## config.mk

```make
export PLATFORM = sky130hd
export DESIGN_NAME = msgpass_rd_addr_gen
export DESIGN_NICKNAME = d
export VERILOG_FILES = /design/src/rtl/memShare_config_pkg.sv /design/src/rtl/msgpass_base_table.sv /design/src/rtl/msgpass_rd_addr_gen.sv
export SDC_FILE = /design/constraint.sdc
export NUM_CORES = 1
export LEC_CHECK = 0
export ABC_CLOCK_PERIOD_IN_PS = 6100
export CAP_MARGIN = 25
export CORE_UTILIZATION = 37
export DETAILED_ROUTE_END_ITERATION = 8
export DONT_BUFFER_PORTS = 1
export HOLD_SLACK_MARGIN = 0.06
export PLACE_DENSITY = 0.48
export SKIP_CTS_REPAIR_TIMING = 1
export SLEW_MARGIN = 20
export SYNTH_ARGS = -nofsm -noshare
export SYNTH_HDL_FRONTEND = slang
export SYNTH_SLANG_ARGS = --single-unit
```

## constraint.sdc

```tcl
create_clock -name sys_clk -period 6.1 [get_ports sys_clk]
set_clock_uncertainty 0.2 [all_clocks]
set_input_delay 0.915 -clock sys_clk [delete_from_list [all_inputs] [get_ports sys_clk]]
set_output_delay 0.915 -clock sys_clk [all_outputs]
set_load 0.01 [all_outputs]
```

## src/rtl/memShare_config_pkg.sv

```systemverilog
// Shared configuration for the message-pass buffer: address/table sizing,
// burst length and the read-address generator state encoding.
package memShare_config_pkg;

  localparam int MSGPASS_RD_ADDR_WIDTH = 8;
  localparam int MSGPASS_BASEADDR_NUM  = 4;
  localparam int MSGPASS_BURST_LEN     = 4;

  typedef logic [MSGPASS_RD_ADDR_WIDTH-1:0]         msgpass_addr_t;
  typedef logic [$clog2(MSGPASS_BASEADDR_NUM)-1:0]  msgpass_layer_idx_t;

  typedef enum logic {
    IDLE,
    ISSUE
  } msgpass_agen_state_e;

endpackage

```

## src/rtl/msgpass_base_table.sv

```systemverilog
// Per-layer base-address register file: one write port, asynchronous read by index.
// Writes land on the clock edge; contents clear on reset.
module msgpass_base_table #(
  parameter int ADDR_WIDTH = 8,
  parameter int BASE_NUM   = 4,
  localparam int IDX_W     = $clog2(BASE_NUM)
) (
  input  logic                  sys_clk,
  input  logic                  rst,
  input  logic                  we_i,
  input  logic [IDX_W-1:0]      wr_idx_i,
  input  logic [ADDR_WIDTH-1:0] wr_base_i,
  input  logic [IDX_W-1:0]      rd_idx_i,
  output logic [ADDR_WIDTH-1:0] rd_base_o
);

  logic [ADDR_WIDTH-1:0] table_q [BASE_NUM];
  logic [ADDR_WIDTH-1:0] table_d [BASE_NUM];

  always_comb begin
    table_d = table_q;
    if (we_i && (int'(wr_idx_i) < BASE_NUM)) begin
      table_d[wr_idx_i] = wr_base_i;
    end
  end

  always_ff @(posedge sys_clk or posedge rst) begin
    if (rst) begin
      for (int i = 0; i < BASE_NUM; i++) begin
        table_q[i] <= '0;
      end
    end else begin
      table_q <= table_d;
    end
  end

  // Out-of-range indices (non power-of-two BASE_NUM) read as zero.
  assign rd_base_o = (int'(rd_idx_i) < BASE_NUM) ? table_q[rd_idx_i] : '0;

endmodule

```

## src/rtl/msgpass_rd_addr_gen.sv

```systemverilog
// Burst read-address generator: start -> first beat after 1 cycle, registered outputs held under rd_ready_i=0.
// Optional sticky overflow flag ovf_err_o when MSGPASS_ADDR_BOUND_CHK_EN is defined.
module msgpass_rd_addr_gen
  import memShare_config_pkg::*;
#(
  parameter int ADDR_WIDTH = MSGPASS_RD_ADDR_WIDTH,
  parameter int BASE_NUM   = MSGPASS_BASEADDR_NUM,
  parameter int BURST_LEN  = MSGPASS_BURST_LEN,
  parameter int STRIDE     = 1,
  localparam int IDX_W     = $clog2(BASE_NUM)
) (
  input  logic                  sys_clk,
  input  logic                  rst,
  input  logic                  cfg_we_i,
  input  logic [IDX_W-1:0]      cfg_idx_i,
  input  logic [ADDR_WIDTH-1:0] cfg_base_i,
  input  logic                  start_i,
  input  logic [IDX_W-1:0]      layer_sel_i,
  input  logic                  auto_layer_i,
  output logic [ADDR_WIDTH-1:0] rd_addr_o,
  output logic                  rd_valid_o,
  input  logic                  rd_ready_i,
  output logic                  last_o,
  output logic                  busy_o,
`ifdef MSGPASS_ADDR_BOUND_CHK_EN
  output logic                  ovf_err_o,
`endif
  output logic                  iter_done_o
);

  localparam int BEAT_W = (BURST_LEN > 1) ? $clog2(BURST_LEN) : 1;
`ifdef MSGPASS_ADDR_BOUND_CHK_EN
  localparam int SUM_W  = ADDR_WIDTH + 32;
`else
  localparam int SUM_W  = ADDR_WIDTH;
`endif
  localparam logic [BEAT_W-1:0] LAST_BEAT  = BEAT_W'(BURST_LEN - 1);
  localparam logic [IDX_W-1:0]  LAST_LAYER = IDX_W'(BASE_NUM - 1);

  msgpass_agen_state_e    state_q, state_d;
  logic [ADDR_WIDTH-1:0]  base_q, base_d;
  logic [BEAT_W-1:0]      beat_q, beat_d;
  logic [IDX_W-1:0]       layer_cnt_q, layer_cnt_d;
  logic                   auto_q, auto_d;
  logic [ADDR_WIDTH-1:0]  rd_addr_q, rd_addr_d;
  logic                   rd_valid_q, rd_valid_d;
  logic                   last_q, last_d;
  logic                   busy_q, busy_d;
  logic                   iter_done_q, iter_done_d;
`ifdef MSGPASS_ADDR_BOUND_CHK_EN
  logic                   ovf_q, ovf_d;
`endif

  logic [IDX_W-1:0]       table_idx;
  logic [ADDR_WIDTH-1:0]  table_base;
  logic [SUM_W-1:0]       sum;

  assign table_idx = auto_layer_i ? layer_cnt_q : layer_sel_i;

  msgpass_base_table #(
    .ADDR_WIDTH (ADDR_WIDTH),
    .BASE_NUM   (BASE_NUM)
  ) u_base_table (
    .sys_clk   (sys_clk),
    .rst       (rst),
    .we_i      (cfg_we_i),
    .wr_idx_i  (cfg_idx_i),
    .wr_base_i (cfg_base_i),
    .rd_idx_i  (table_idx),
    .rd_base_o (table_base)
  );

  always_comb begin
    state_d     = state_q;
    base_d      = base_q;
    beat_d      = beat_q;
    layer_cnt_d = layer_cnt_q;
    auto_d      = auto_q;
    rd_addr_d   = rd_addr_q;
    rd_valid_d  = rd_valid_q;
    last_d      = last_q;
    busy_d      = busy_q;
    iter_done_d = 1'b0;
    sum         = '0;
`ifdef MSGPASS_ADDR_BOUND_CHK_EN
    ovf_d       = ovf_q;
`endif
    case (state_q)
      IDLE: begin
        // Base is latched here, so a same-cycle table write only affects later bursts.
        if (start_i) begin
          state_d    = ISSUE;
          base_d     = table_base;
          auto_d     = auto_layer_i;
          beat_d     = '0;
          rd_addr_d  = table_base;
          rd_valid_d = 1'b1;
          busy_d     = 1'b1;
          last_d     = (LAST_BEAT == '0);
        end
      end
      ISSUE: begin
        if (rd_valid_q && rd_ready_i) begin
          if (last_q) begin
            state_d    = IDLE;
            rd_valid_d = 1'b0;
            last_d     = 1'b0;
            busy_d     = 1'b0;
            if (auto_q) begin
              if (layer_cnt_q == LAST_LAYER) begin
                layer_cnt_d = '0;
                iter_done_d = 1'b1;
              end else begin
                layer_cnt_d = layer_cnt_q + 1'b1;
              end
            end
          end else begin
            beat_d    = beat_q + 1'b1;
            sum       = SUM_W'(base_q) + SUM_W'(beat_d) * SUM_W'(STRIDE);
            rd_addr_d = sum[ADDR_WIDTH-1:0];
            last_d    = (beat_d == LAST_BEAT);
`ifdef MSGPASS_ADDR_BOUND_CHK_EN
            ovf_d     = ovf_q | (|sum[SUM_W-1:ADDR_WIDTH]);
`endif
          end
        end
      end
      default: state_d = IDLE;
    endcase
  end

  always_ff @(posedge sys_clk or posedge rst) begin
    if (rst) begin
      state_q     <= IDLE;
      base_q      <= '0;
      beat_q      <= '0;
      layer_cnt_q <= '0;
      auto_q      <= 1'b0;
      rd_addr_q   <= '0;
      rd_valid_q  <= 1'b0;
      last_q      <= 1'b0;
      busy_q      <= 1'b0;
      iter_done_q <= 1'b0;
`ifdef MSGPASS_ADDR_BOUND_CHK_EN
      ovf_q       <= 1'b0;
`endif
    end else begin
      state_q     <= state_d;
      base_q      <= base_d;
      beat_q      <= beat_d;
      layer_cnt_q <= layer_cnt_d;
      auto_q      <= auto_d;
      rd_addr_q   <= rd_addr_d;
      rd_valid_q  <= rd_valid_d;
      last_q      <= last_d;
      busy_q      <= busy_d;
      iter_done_q <= iter_done_d;
`ifdef MSGPASS_ADDR_BOUND_CHK_EN
      ovf_q       <= ovf_d;
`endif
    end
  end

  assign rd_addr_o   = rd_addr_q;
  assign rd_valid_o  = rd_valid_q;
  assign last_o      = last_q;
  assign busy_o      = busy_q;
  assign iter_done_o = iter_done_q;
`ifdef MSGPASS_ADDR_BOUND_CHK_EN
  assign ovf_err_o   = ovf_q;
`endif

endmodule

```

# After elaboration in Yosys (flattened, before gate mapping)
# Index checks and enable logic that the tools add are counted.
# word_totals
register_bits	57
in_bits	18
output_inout_bits	12
wordCells	68
# op_classes
addsub	3
order_cmp	3
n_eq_ne	6
muxes	33
bitwise	3
reduce_logical	7
# ops
cell	n
8-bit two-way mux	6
32-bit bitwise mux	1
8-bit binary-select mux with 2-bit select	1
8-bit demux with 2-bit select	1
8-bit case mux with 2 select lines	1
1-bit two-way mux	14
2-bit two-way mux	5
8-bit by 2-bit adder with 8-bit output	1
3-bit greater-or-equal comparator (second input constant)	2
2-bit inverter with 3-bit output	2
1-bit case mux with 2 select lines	3
3-bit AND reduction	2
2-bit by 1-bit adder with 2-bit output (second input constant)	2
2-bit == test (second input constant)	2
2-bit by 1-bit inequality test with 1-bit output (second input constant)	2
2-bit inequality test (second input constant)	2
2-bit case mux with 2 select lines	1
2-bit AND reduction	2
4-bit AND reduction	1
3-bit by 1-bit < comparator with 1-bit output (second input constant)	1
1-bit logical AND	2
1-bit inverter	1

# Logic depth before layout (Yosys ltp)
# Gate-level depths: netlist of the first run.
# depth
ltp_word	7
depth_mapped	8
mapped_depth_nobuf	8

# Modules after synthesis
# Synthesis of the first run repeated with hierarchy kept, for this count alone.
# hier_totals
hier_cells	194
hier_area_um2	2681.3
# by_module_without_submodules
mod	n_inst	cells_per_inst	area_each_um2	seq_area_each_um2
msgpass_base_table	1	79	1405.1	800.8
msgpass_rd_addr_gen	1	115	1276.2	625.6

# Worst setup path after synthesis of the first run
# Ideal clock, no wire load.
# synth_timing
path_kind	in2reg
from	input port auto_layer_i
to	register rd_addr_q[7], in the netlist rd_addr_o[7]
setup_time_ns	0.121
arrival_ns	2.276
t_required_ns	5.779
slack_ns	3.503
path_stages	4
path_buffers	0
cell_sequence	mux2i_2 > mux4_2 > or2_1 > a22o_1
# synth_via
elab_chain_len	7
# synth_rtl
item	line_no	text
from (decl)	msgpass_rd_addr_gen.sv:19	input logic auto_layer_i,
2-bit two-way mux	msgpass_rd_addr_gen.sv:58	assign table_idx = auto_layer_i ? layer_cnt_q : layer_sel_i;
2-bit inverter with 3-bit output (not written as such)	msgpass_base_table.sv:38	assign rd_base_o = (int'(rd_idx_i) < BASE_NUM) ? table_q[rd_idx_i] : '0;
8-bit binary-select mux with 2-bit select	msgpass_base_table.sv:38	
8-bit two-way mux (not written as such) (2 in a row)	msgpass_base_table.sv:38	
8-bit two-way mux	msgpass_rd_addr_gen.sv:91	if (start_i) begin
8-bit case mux with 2 select lines	msgpass_rd_addr_gen.sv:88	case (state_q)
to (signal assigned)	msgpass_rd_addr_gen.sv:153	rd_addr_q <= rd_addr_d;
to (decl)	msgpass_rd_addr_gen.sv:45	logic [ADDR_WIDTH-1:0] rd_addr_q, rd_addr_d;
# Every way passes these cells. The select of a mux whose other input is x is not followed.
# A chain may end at the register's enable or synchronous reset.

# Worst setup path after layout of the first run
# layout_timing
from	input port auto_layer_i
to	register base_q[6]
# layout_via
elab_chain_len	5
# layout_rtl
item	line_no	text
2-bit two-way mux	msgpass_rd_addr_gen.sv:58	
2-bit inverter with 3-bit output (not written as such)	msgpass_base_table.sv:38	
8-bit binary-select mux with 2-bit select	msgpass_base_table.sv:38	
8-bit two-way mux (not written as such) (2 in a row)	msgpass_base_table.sv:38	
to (signal assigned)	msgpass_rd_addr_gen.sv:149	base_q <= base_d;
to (decl)	msgpass_rd_addr_gen.sv:41	logic [ADDR_WIDTH-1:0] base_q, base_d;
# Every way passes these cells. The select of a mux whose other input is x is not followed.

==> summary.md, run 1 <==
| Metric | Value |
|---|---|
| Status | completed |
| Slew margin rel. | 40.0% |
| RSZ-0062 raised after global routing | false |
| Total power | approximately 1300 uW |
| Routed met2 length | 2520 um |
| Crit path kind | in -> reg |
| Worst-Margin Slew | between 800 and 900 ps |
| Net Count, Synth | approximately 220 |
| Layout cells sized above 1 | 25.7% |
| Fin crit share | about two fifths |
| Initial antenna violation count | 0 |
| I/O pin total | 30 |
| PD cells | 443 mW/mm2 |
| Met3 wire length | 317 um |
| Max-Cap Viols | 0 |
| Nets | about 230 |
| Root buffer cell | clkbuf_8 |
| H-tree levels | 3 |
| Vias/cell | 5.29 |
| F_max | 398 MHz |
| Synth Instances | around 200 |
| CP Buf/Inv Count | 0 |
| Average cell area after synthesis | about 13 um2 |
| Vias in the first global route | between 1500 and 2000 |
| Final Slew Violations | 0 |
| #FFs+latches synth | 57 |
| GP Congestion | around 0.74 |
| Clock Path Buffers | 2 |
| Synthesized area | ~0.0026 mm2 |
| Number of detailed-route iterations in the first pass | 4 |
| WL final | between 5000 and 6000 um |
| Core area | roughly 0.0068 mm2 |
| Commonest non-fill, non-tap cell in the layout | dfrtp_1 |
| Routed WL per cell | 16.9 um |
| Die W | around 86 um |
| Post-DP HPWL | roughly 3600 um |
| Crit start category | input port |
| DRT met1 WL | roughly 2300 um |
| Tmin final | 2510 ps |
| Drt drc | 0 |
| Synth warn | 0 |
| Inserted Diodes | 0 |
| Leakage | roughly 0.0013 uW |
| Final Setup Violations | 0 |
| CTS tree | yes |
| Final hold violation count | 0 |
| Site Rows | 30 |
| Commonest cells after routing, fill and taps aside | dfrtp_1 (57), mux2_2 (35), nand2_1 (35) |
| Die ar. | approximately 0.0074 mm2 |
| Clock Sinks | 57 |
| Layout area overhead | 11.5% |
| PortBufs | 0 |
| Maximum VDD drop | between 100 and 150 uV |
| Worst-path cell chain | mux2i_1 -> mux4_1 -> nand2_1 -> o21ai_0 |
| Setup TNS | 0 ps |
| Worst path arrival time | roughly 2500 ps |
| Crit-path slowest cell | mux2i_1 |
| First-pass GRT wire length | 8930 um |
| Clk Latency, worst-skew pair | roughly 330 ps |
| Crit path max fanout | 8 |
| Delay-heaviest family, CP | multiplexers |
| HP Class | reg -> reg |
| Netlist cell types | 35 |
| Via count | 1620 |
| Sequential fraction of the synthesis area | a little over half |
| Overall Global Routing Usage | 16.4% |
| Worst EP required | 6080 ps |
| Pin count of the biggest net entering global routing | 58 |
| Remaining antenna violation count | 0 |
| Initial Util | between 30% and 40% |
| Reg clk slew, reported paths | about 70 ps |
| CTS Buf Count | 9 |
| Uppermost layer routed | met4 |
| Total grt overflow | 0 |
| Initial DRC count | 108 |
| CP max stage delay | between 700 and 800 ps |
| Worst Setup End Kind | register |
| Die height | 86.1 um |
==> flip-flops by register name, summed over array words and instances (netlist names) <==
name / count
rd_addr_o: 8
base_q: 8
u_base_table.table_q: 32
beat_q: 2
layer_cnt_q: 2
auto_q: 1
state_q: 1
iter_done_o: 1
busy_o: 1
last_o: 1
==> worst register-to-register path: stages (launching register included) <==
cell and delay, ps:
dfrtp_1 410, mux2i_1 710, mux4_1 670, nand2_1 100
o21ai_0 90
==> cells in the mapped netlist, drive strengths merged <==
master   n  area share, %
inv      7            1.0
mux2    35             15
and2     1           0.24
mux2i    2           0.91
nand4    2           0.48
a22o     2           0.67
nor3b    1           0.48
mux4     8            7.9
clkbuf   2           0.29
a21o     2           0.57
a211o    1           0.33
nand3    7            1.3
ha       4            1.9
nand3b   2           0.57
o211ai   4            1.1
nor2b    1           0.24
xnor2    1           0.33
buf      3            1.0
nand4b   1           0.33
nand2b   1           0.24
a41oi    1           0.33
a31o     1           0.33
a31oi    3           0.72
nand2   35            5.0
o21ai    3           0.57
or2      1           0.24
dfrtp   57             55
xor2     3            1.0
fa       1           0.77
nor2     5           0.72
and4     1           0.33
a32o     1           0.38
==> metal layers <==
metal	GRT usage (%)	up-vias
li1	-	732
met5	0	-
met4	8.33	0
met2	26.3	43
met3	5.77	9
met1	19.4	836
==> where the power goes <==
| group | switching [uW] | total (uW) | internal (uW) |
|---|---|---|---|
| sequential | 105 | 597 | 492 |
| combinational | 154 | 319 | 165 |
| clock | 148 | 377 | 229 |
| total | 407 | 1290 | 886 |
==> cells by family (layout without fill, tap and decap cells) <==
group | Yosys count | count (layout) | synth area share [%]
DFF | 57 | 57 | 54.5
adders and majority gates | 5 | 5 | 2.68
AOI/OAI and AO/OA | 18 | 18 | 5.07
muxes | 45 | 45 | 23.9
buffers and inverters | 12 | 23 | 2.30
xor gates and xnor gates | 4 | 4 | 1.34
and+or+nand+nor | 58 | 58 | 10.2
==> stage by stage <==
step | area (um2) | hold slack, ps | std cells | utilization [%] | setup slack (ps)
floorplan | 2620 | 246 | 199 | - | 3500
global placement | 2700 | 266 | 290 | 39.8 | 3330
detailed placement | 2710 | 271 | 290 | 39.8 | 3170
CTS | 2920 | 288 | 306 | 42.9 | 3530
global route | 2920 | 310 | 306 | 42.9 | 3460
finish | 2920 | 286 | 306 | 42.9 | 3590
==> layout make-up <==
type                            count  area [um2]
Fill cell                         637        3880
Sequential cell                    57        1430
Multi-Input combinational cell    130        1130
Clock buffer                       11         131
Tap cell                           96         120
Clock inverter                      5        80.1
Inverter                            7        28.8
==> worst paths after layout <==
check                                    start                  endpoint  slack [ps]  depth (start not counted)
worst min-delay path                    auto_q                    auto_q         290                          2
worst max register to register  layer_cnt_q[0]                 base_q[6]        3770                          4
max in group asynchronous                  rst  u_base_table.table_q[31]        4870                          1
min in group asynchronous                  rst              rd_addr_o[3]         360                          1
worst max-delay path              auto_layer_i                 base_q[6]        3590                          4
worst min register to register          auto_q                    auto_q         290                          2
Power figures use the tool's default switching activity.
==> inputs of run 2 (changes only) <==
Settings changed: ABC_CLOCK_PERIOD_IN_PS 6100 to 2580.
Clock period 6.1 ns to 2.58 ns, I/O delays scaled along.
==> run 2 against run 1 <==
- critical path depth grew 4
- final cell count grew 5.9%
- total power grew 120%
- global-route usage shrank 0.89 points
- critical endpoint is now rd_addr_o[7]
==> summary.md, run 2 (same netlist as run 1, synthesis figures left out) <==
| Metric | Value |
|---|---|
| Commonest non-fill, non-tap cell in the layout | dfrtp_1 |
| Core area | 0.00679 mm2 (unchanged) |
| Final hold slack | 81.5 ps (-205 ps) |
| Placed Cells | 297 (+2.4%) |
| Net Sw Frac | 32.8% (+1.3 points) |
| Clock Path Buffers | 2 (unchanged) |
| FF/Latch Area | 0.00143 mm2 (unchanged) |
| WL final | 5090 um (-1.8%) |
| Sequential share of power | 48.8% (+2.6 points) |
| Status | completed |
| Critical R2R Launch | beat_q[0] |
| Crit path kind | reg -> reg |
| Root buffer cell | clkbuf_8 |
| Clock power frac | 23.6% (-5.6 points) |
| Hold Path Sink | state_q |
| Fin crit share | around four fifths |
| Worst Reg2Reg Path Length in Cells | 8 (+4) |
| Min-delay src | start_i |
| RSZ-0062 raised after global routing | false |
| Pin count of the biggest net entering global routing | 32 (-45%) |
| Final Slew Violations | 0 (unchanged) |
| Worst-path cell chain | inv_1 -> ha_1 -> inv_1 -> ha_1 -> a21o_1 -> a31o_2 -> a31oi_1 -> a22o_1 |
| CP Buf/Inv Count | 2 (+2) |
| Routed WL per cell | 15.7 um (-7.2%) |
| Layout cells sized above 1 | 26.3% (+0.60 points) |
| Initial Util | 38.5% (unchanged) |
| Worst path arrival time | 2140 ps (-350 ps) |
| Nets | 246 (+7.9%) |
| Overall Global Routing Usage | 15.5% (-0.89 points) |
| Worst Setup End Kind | register |
| PD cells | 944 mW/mm2 (+110%) |
| Delay-heaviest family, CP | compound AO/OA/AOI/OAI gates |
| Drt drc | 0 (unchanged) |
| Vias in the first global route | 1633 (-8.8%) |
| Finished Layout Cells | 324 (+5.9%) |
| Inserted Diodes | 0 (unchanged) |
| Maximum VDD drop | 332 uV (+130%) |
| Total power | 2860 uW (+120%) |
| Pint | 1920 uW (+120%) |
| Die height | 86.1 um (unchanged) |
| R2r endpoint | rd_addr_o[7] |
| PortBufs | 0 (unchanged) |
| Crit start category | register |
| CP max stage delay | 360 ps (-350 ps) |
| Commonest cells after routing, fill and taps aside | dfrtp_1 (57), mux2_2 (35), nand2_1 (35) |
| Final hold violation count | 0 (unchanged) |
| Worst-Margin Slew | 590 ps (-285 ps) |
| Total grt overflow | 0 (unchanged) |
| Slew margin rel. | 60.6% (+21 points) |
| Multi-input combinational cell area | 0.00113 mm2 (unchanged) |
| Combinational Power Share | 27.6% (+3.0 points) |
| Crit-path slowest cell | dfrtp_1 |
| CTS tree | yes |
| Crit path max fanout | 5 (-3) |
| I/O pin total | 30 (unchanged) |
| Site Rows | 30 (unchanged) |
| Max-Cap Viols | 0 (unchanged) |
| Reg clk slew, reported paths | 60 ps (about the same) |
| Hold depth | 2 (unchanged) |
| Via count | 1635 (+0.93%) |
| Max reg flops | 32 (unchanged) |
| Clk Latency, worst-skew pair | 330 ps (about the same) |
| Die ar. | 0.00741 mm2 (unchanged) |
| Post-DP HPWL | 3630 um (+1.6%) |
| HP Class | in -> reg |
| Worst EP required | 2650 ps (-3430 ps) |
| Remaining antenna violation count | 0 (unchanged) |
| Number of detailed-route iterations in the first pass | 4 (unchanged) |
| GP Congestion | 0.715 (-3.2%) |
| F_max | between 400 and 500 MHz |
| Initial DRC count | 63 (-42%) |
| Biggest register | u_base_table.table_q |
| Reg2reg setup slack | 510 ps (-3260 ps) |
| H-tree levels | 3 (unchanged) |
| First-pass GRT wire length | 8250 um (-7.7%) |
| Final Setup Violations | 0 (unchanged) |
| Die W | 86.1 um (unchanged) |
| CTS Buf Count | 9 (unchanged) |
| Tmin final | slightly above 2000 ps |
| Layout area overhead | 15.9% |
| Sw Pwr | 939 uW (+130%) |
| Vias/cell | 5.05 (-4.7%) |
| Layout fillers | 640 (+0.47%) |
| Leakage | 0.00137 uW (+5.2%) |
| Initial antenna violation count | 0 (unchanged) |
| Clock Sinks | 57 (unchanged) |
| Setup TNS | 0 ps (unchanged) |
[run 2: layer usage]
metal | GRT usage (%) | vias up | part of all wire (%)
li1 | - | 772 | -
met1 | 18.9 | 809 | 46
met2 | 23.4 | 40 | 47
met3 | 5.10 | 14 | 4.6
met4 | 10.2 | 0 | 2.6
met5 | 0 | - | 0
[run 2: worst reg2reg max path, stage by stage, from the launching register on]
cell	delay, ps
dfrtp_1	360
inv_1	70
ha_1	290
inv_1	110
ha_1	240
a21o_1	210
a31o_2	260
a31oi_1	150
a22o_1	140
[run 2: final cells by class]
class	count	area share [%]
clock inverters	4	0.660
flip-flops and latches	57	47.0
inverters	7	0.866
clock buffers	12	4.46
multi-input cells	130	37.3
well taps	96	3.96
repair buffers	18	5.78
[run 2: worst max-delay path by stage]
stage | start | end | slack (ps) | cells after the start
finish | beat_q[0] | rd_addr_o[7] | 510 | 8
global route | beat_q[0] | rd_addr_o[7] | 360 | 8
CTS | beat_q[0] | rd_addr_o[7] | 500 | 8
detailed placement | beat_q[0] | rd_addr_o[7] | 520 | 8
global placement | auto_layer_i | rd_addr_o[2] | 530 | 5
floorplan | auto_layer_i | rd_addr_o[7] | 510 | 4
[run 2: power groups by stage]
stage	sequential, uW	clock (uW)	combinational, uW
after floorplan	1350	0	643
after global placement	1400	0	762
after detailed placement	1420	0	778
after CTS	1400	699	784
after global routing	1440	756	891
final	1400	674	791
[run 2: stage by stage]
step	instance area, um2	util [%]	worst slack, ps
3_5_place_dp	2770	40.7	525
5_1_grt	3030	44.6	365
2_1_floorplan	2620	-	511
6_report	3030	44.6	508
4_1_cts	2920	43.0	505
3_3_place_gp	2770	40.7	531
==> inputs of run 3 (changes only) <==
Settings changed: ABC_AREA from default to 1, ABC_CLOCK_PERIOD_IN_PS 2580 to 2120.
Clock period 2.58 ns to 2.12 ns, I/O delays scaled along.
==> run 3 against run 2 <==
- critical endpoint is now rd_addr_o[4]
- count of clock-buffer cells in the layout rose by 2
- wire length rose by 21%
- clock power rose by 72%
- sequential share of layout area fell by 3.1 points
- largest cell class unchanged
- first-iteration DRC count rose by 71%
- non-clock buffer count fell by 2
- die area rose by 6.3%
- final area rose by 7.1%
==> summary.md, run 3 <==
| Metric | Value |
|---|---|
| Max-Cap Viols | 0 (unchanged) |
| PortBufs | 0 (unchanged) |
| RSZ-0062 raised after global routing | false |
| Total power | 4040 uW (+41%) |
| Fin crit share | 92.2% (+12 points) |
| Netlist cell types | 26 (-26%) |
| Synthesized area | 0.00279 mm2 (+6.5%) |
| Layout area overhead | 16.7% |
| Sequential fraction of the synthesis area | 51.2% (-3.3 points) |
| Die ar. | 0.00788 mm2 (+6.3%) |
| Clk Latency, worst-skew pair | 330 ps (about the same) |
| Worst-Margin Slew | 602 ps (+11.8 ps) |
| Drt drc | 0 (unchanged) |
| Synth Flop Type | dfrtp_1 |
| Post-synth top area share | 51.2% (-3.3 points) |
| PD cells | 1240 mW/mm2 (+32%) |
| GP Congestion | 0.752 (+5.2%) |
| Min-delay src | rd_ready_i |
| Average cell area after synthesis | 7.87 um2 (-40%) |
| Crit path from | beat_q[0] |
| Initial Util | 38.4% (-0.11 points) |
| Pin count of the biggest net entering global routing | 42 (+31%) |
| Vias/cell | 4.68 (-7.2%) |
| Vias in the first global route | 2137 (+31%) |
| First-pass GRT wire length | 10700 um (+29%) |
| Reg2reg setup slack | 160 ps (-340 ps) |
| I/O pin total | 30 (unchanged) |
| Core area | 0.00725 mm2 (+6.8%) |
| Compound-gate portion of the synthesized area | 9.88% (+4.8 points) |
| Post-DP HPWL | 4270 um (+18%) |
| Main combinational cell family by area after synthesis | simple AND/OR/NAND/NOR gates |
| Critical R2R Launch | beat_q[0] |
| Die height | 88.8 um (+3.1%) |
| Initial DRC count | 108 (+71%) |
| Die W | 88.8 um (+3.1%) |
| Final Setup Violations | 0 (unchanged) |
| Maximum VDD drop | 437 uV (+31%) |
| Adder-cell share of the synthesized area | 2.52% (-0.16 points) |
| Hold Path Sink | state_q |
| Worst Setup End Kind | register |
| Final Slew Violations | 0 (unchanged) |
| R2r endpoint | rd_addr_o[4] |
| WL final | 6140 um (+21%) |
| Worst EP required | 2190 ps (-460 ps) |
| Crit path max fanout | 4 (-1) |
| Commonest cells after routing, fill and taps aside | nand2_1 (109), dfrtp_1 (57), nand3_1 (44) |
| Clock Path Buffers | 2 (unchanged) |
| Post-Synth Simple-Gate Area | 27.9% (+18 points) |
| Main area contributors after synthesis | dfrtp_1 (51%), nand2_1 (15%), nand3_1 (7.9%) |
| Inserted Diodes | 0 (unchanged) |
| Multi-input combinational cell area | 0.00115 mm2 (+1.6%) |
| Routed WL per cell | 12.9 um (-18%) |
| Biggest register | u_base_table.table_q |
| Tmin final | 1960 ps (-117 ps) |
| Total grt overflow | 0 (unchanged) |
| Yosys top cell by area | dfrtp_1 |
| Number of detailed-route iterations in the first pass | 4 (unchanged) |
| Synth warn | 0 (unchanged) |
| Layout fillers | 767 (+20%) |
| FF/Latch Area | 0.00143 mm2 (unchanged) |
| CTS Buf Count | 9 (unchanged) |
| Post-Synth XOR/XNOR Area | 0.314% (-1.0 points) |
| Max reg flops | 32 (unchanged) |
| Leakage | 0.00164 uW (+20%) |
| H-tree levels | 3 (unchanged) |
| Root buffer cell | clkbuf_8 |
| #FFs+latches synth | 57 (unchanged) |
| HP Class | in -> reg |
| Overall Global Routing Usage | 18.3% (+2.8 points) |
| Core Util, Final | 44.8% (+0.16 points) |
| Ys async rst share | 100% (unchanged) |
| CTS tree | yes |
| Net Count, Synth | 377 (+70%) |
| Initial antenna violation count | 0 (unchanged) |
| Layout cells sized above 1 | 7.96% (-18 points) |
| Commonest non-fill, non-tap cell in the layout | nand2_1 |
| Via count | 2230 (+36%) |
| Post-synth EDFFs | 0 (unchanged) |
| Synth Instances | 354 (+78%) |
| Final hold violation count | 0 (unchanged) |
| Crit start category | register |
| Hold depth | 3 (+1) |
| Final hold slack | 45.0 ps (-36.4 ps) |
| Setup TNS | 0 ps (unchanged) |
| Site Rows | 31 (+3.3%) |
| Worst path arrival time | 2030 ps (-110 ps) |
| Most numerous cell in the Yosys netlist | nand2_1 |
| Reg clk slew, reported paths | 70 ps (about the same) |
| Slew margin rel. | 59.8% (-0.84 points) |
| Worst Reg2Reg Path Length in Cells | 11 (+3) |
| Remaining antenna violation count | 0 (unchanged) |
| Post-synth top cells | nand2_1 (110), dfrtp_1 (57), nand3_1 (44), inv_1 (43), o21ai_0 (35) |
| Clock Sinks | 57 (unchanged) |
| Post-synthesis mux area share | 0.404% (-23 points) |
| Status | completed |
| F_max | 512 MHz (+6.0%) |
| Crit path kind | reg -> reg |
| Nets | 395 (+61%) |
==> run 3: changes by cell type in the layout (fill, tap and decap cells not counted), sizes merged, moves of 3 or more <==
cell	before	now
a21oi	0	7
a31oi	3	6
clkinv	4	0
inv	7	45
mux2	35	1
mux4	8	0
nand2	35	115
nand3	7	44
nor2	5	20
o211ai	4	0
o21ai	3	36
xor2	3	0
==> run 3: through the flow <==
| stage | setup slack (ps) | std cells | area [um2] |
|---|---|---|---|
| floorplan | 202 | 354 | 2790 |
| global placement | 160 | 449 | 2910 |
| detailed placement | 142 | 449 | 2910 |
| CTS | 131 | 465 | 3130 |
| global route | 8.73 | 476 | 3250 |
| finish | 165 | 476 | 3250 |
==> run 3: kinds of logic (layout without fill, tap and decap cells) <==
logic type | Yosys count | after routing
compound gates | 52 | 52
simple gates | 184 | 184
xor+xnor | 1 | 1
fa+ha+maj | 5 | 5
mux | 1 | 1
buf+inv | 54 | 77
flops | 57 | 57
==> run 3: final cells by class <==
cell class	instances	share of cell area [%]
Tap cell	99	3.81
Clock buffer	14	5.01
Clock inverter	2	1.85
Sequential cell	57	43.9
Timing Repair Buffer	16	4.93
Inverter	45	5.20
Multi-Input combinational cell	243	35.3
==> run 3: per-layer routing <==
layer	GRT usage (%)	routed length, um	vias to the layer above
li1	-	-	1167
met1	25.7	3240	1026
met2	26.9	2650	29
met3	3.26	164	8
met4	9.24	90	0
met5	0	0	-
==> run 3: how the worst max path moves through the flow <==
stage | slack [ps] | end | cells after the start
floorplan | 200 | auto_q | 1
global placement | 160 | rd_addr_o[4] | 11
detailed placement | 140 | rd_addr_o[4] | 11
CTS | 130 | rd_addr_o[4] | 11
global route | 9 | rd_addr_o[4] | 11
finish | 160 | rd_addr_o[4] | 11
==> run 3: critical path, cell delays in order (launching register included) <==
cell     delay (ps)
dfrtp_1         360
inv_1           110
ha_1            260
inv_1           110
fa_2            240
nand3_1          90
or2_2           280
nand3_1          70
nand2_1          50
inv_1            50
nand2_1          50
nand2_1          50
==> run 3: where the power goes <==
| group | internal [uW] | total (uW) | switching, uW |
|---|---|---|---|
| clock | 728 | 1160 | 433 |
| sequential | 1410 | 1690 | 283 |
| combinational | 478 | 1190 | 710 |
| total | 2620 | 4040 | 1430 |
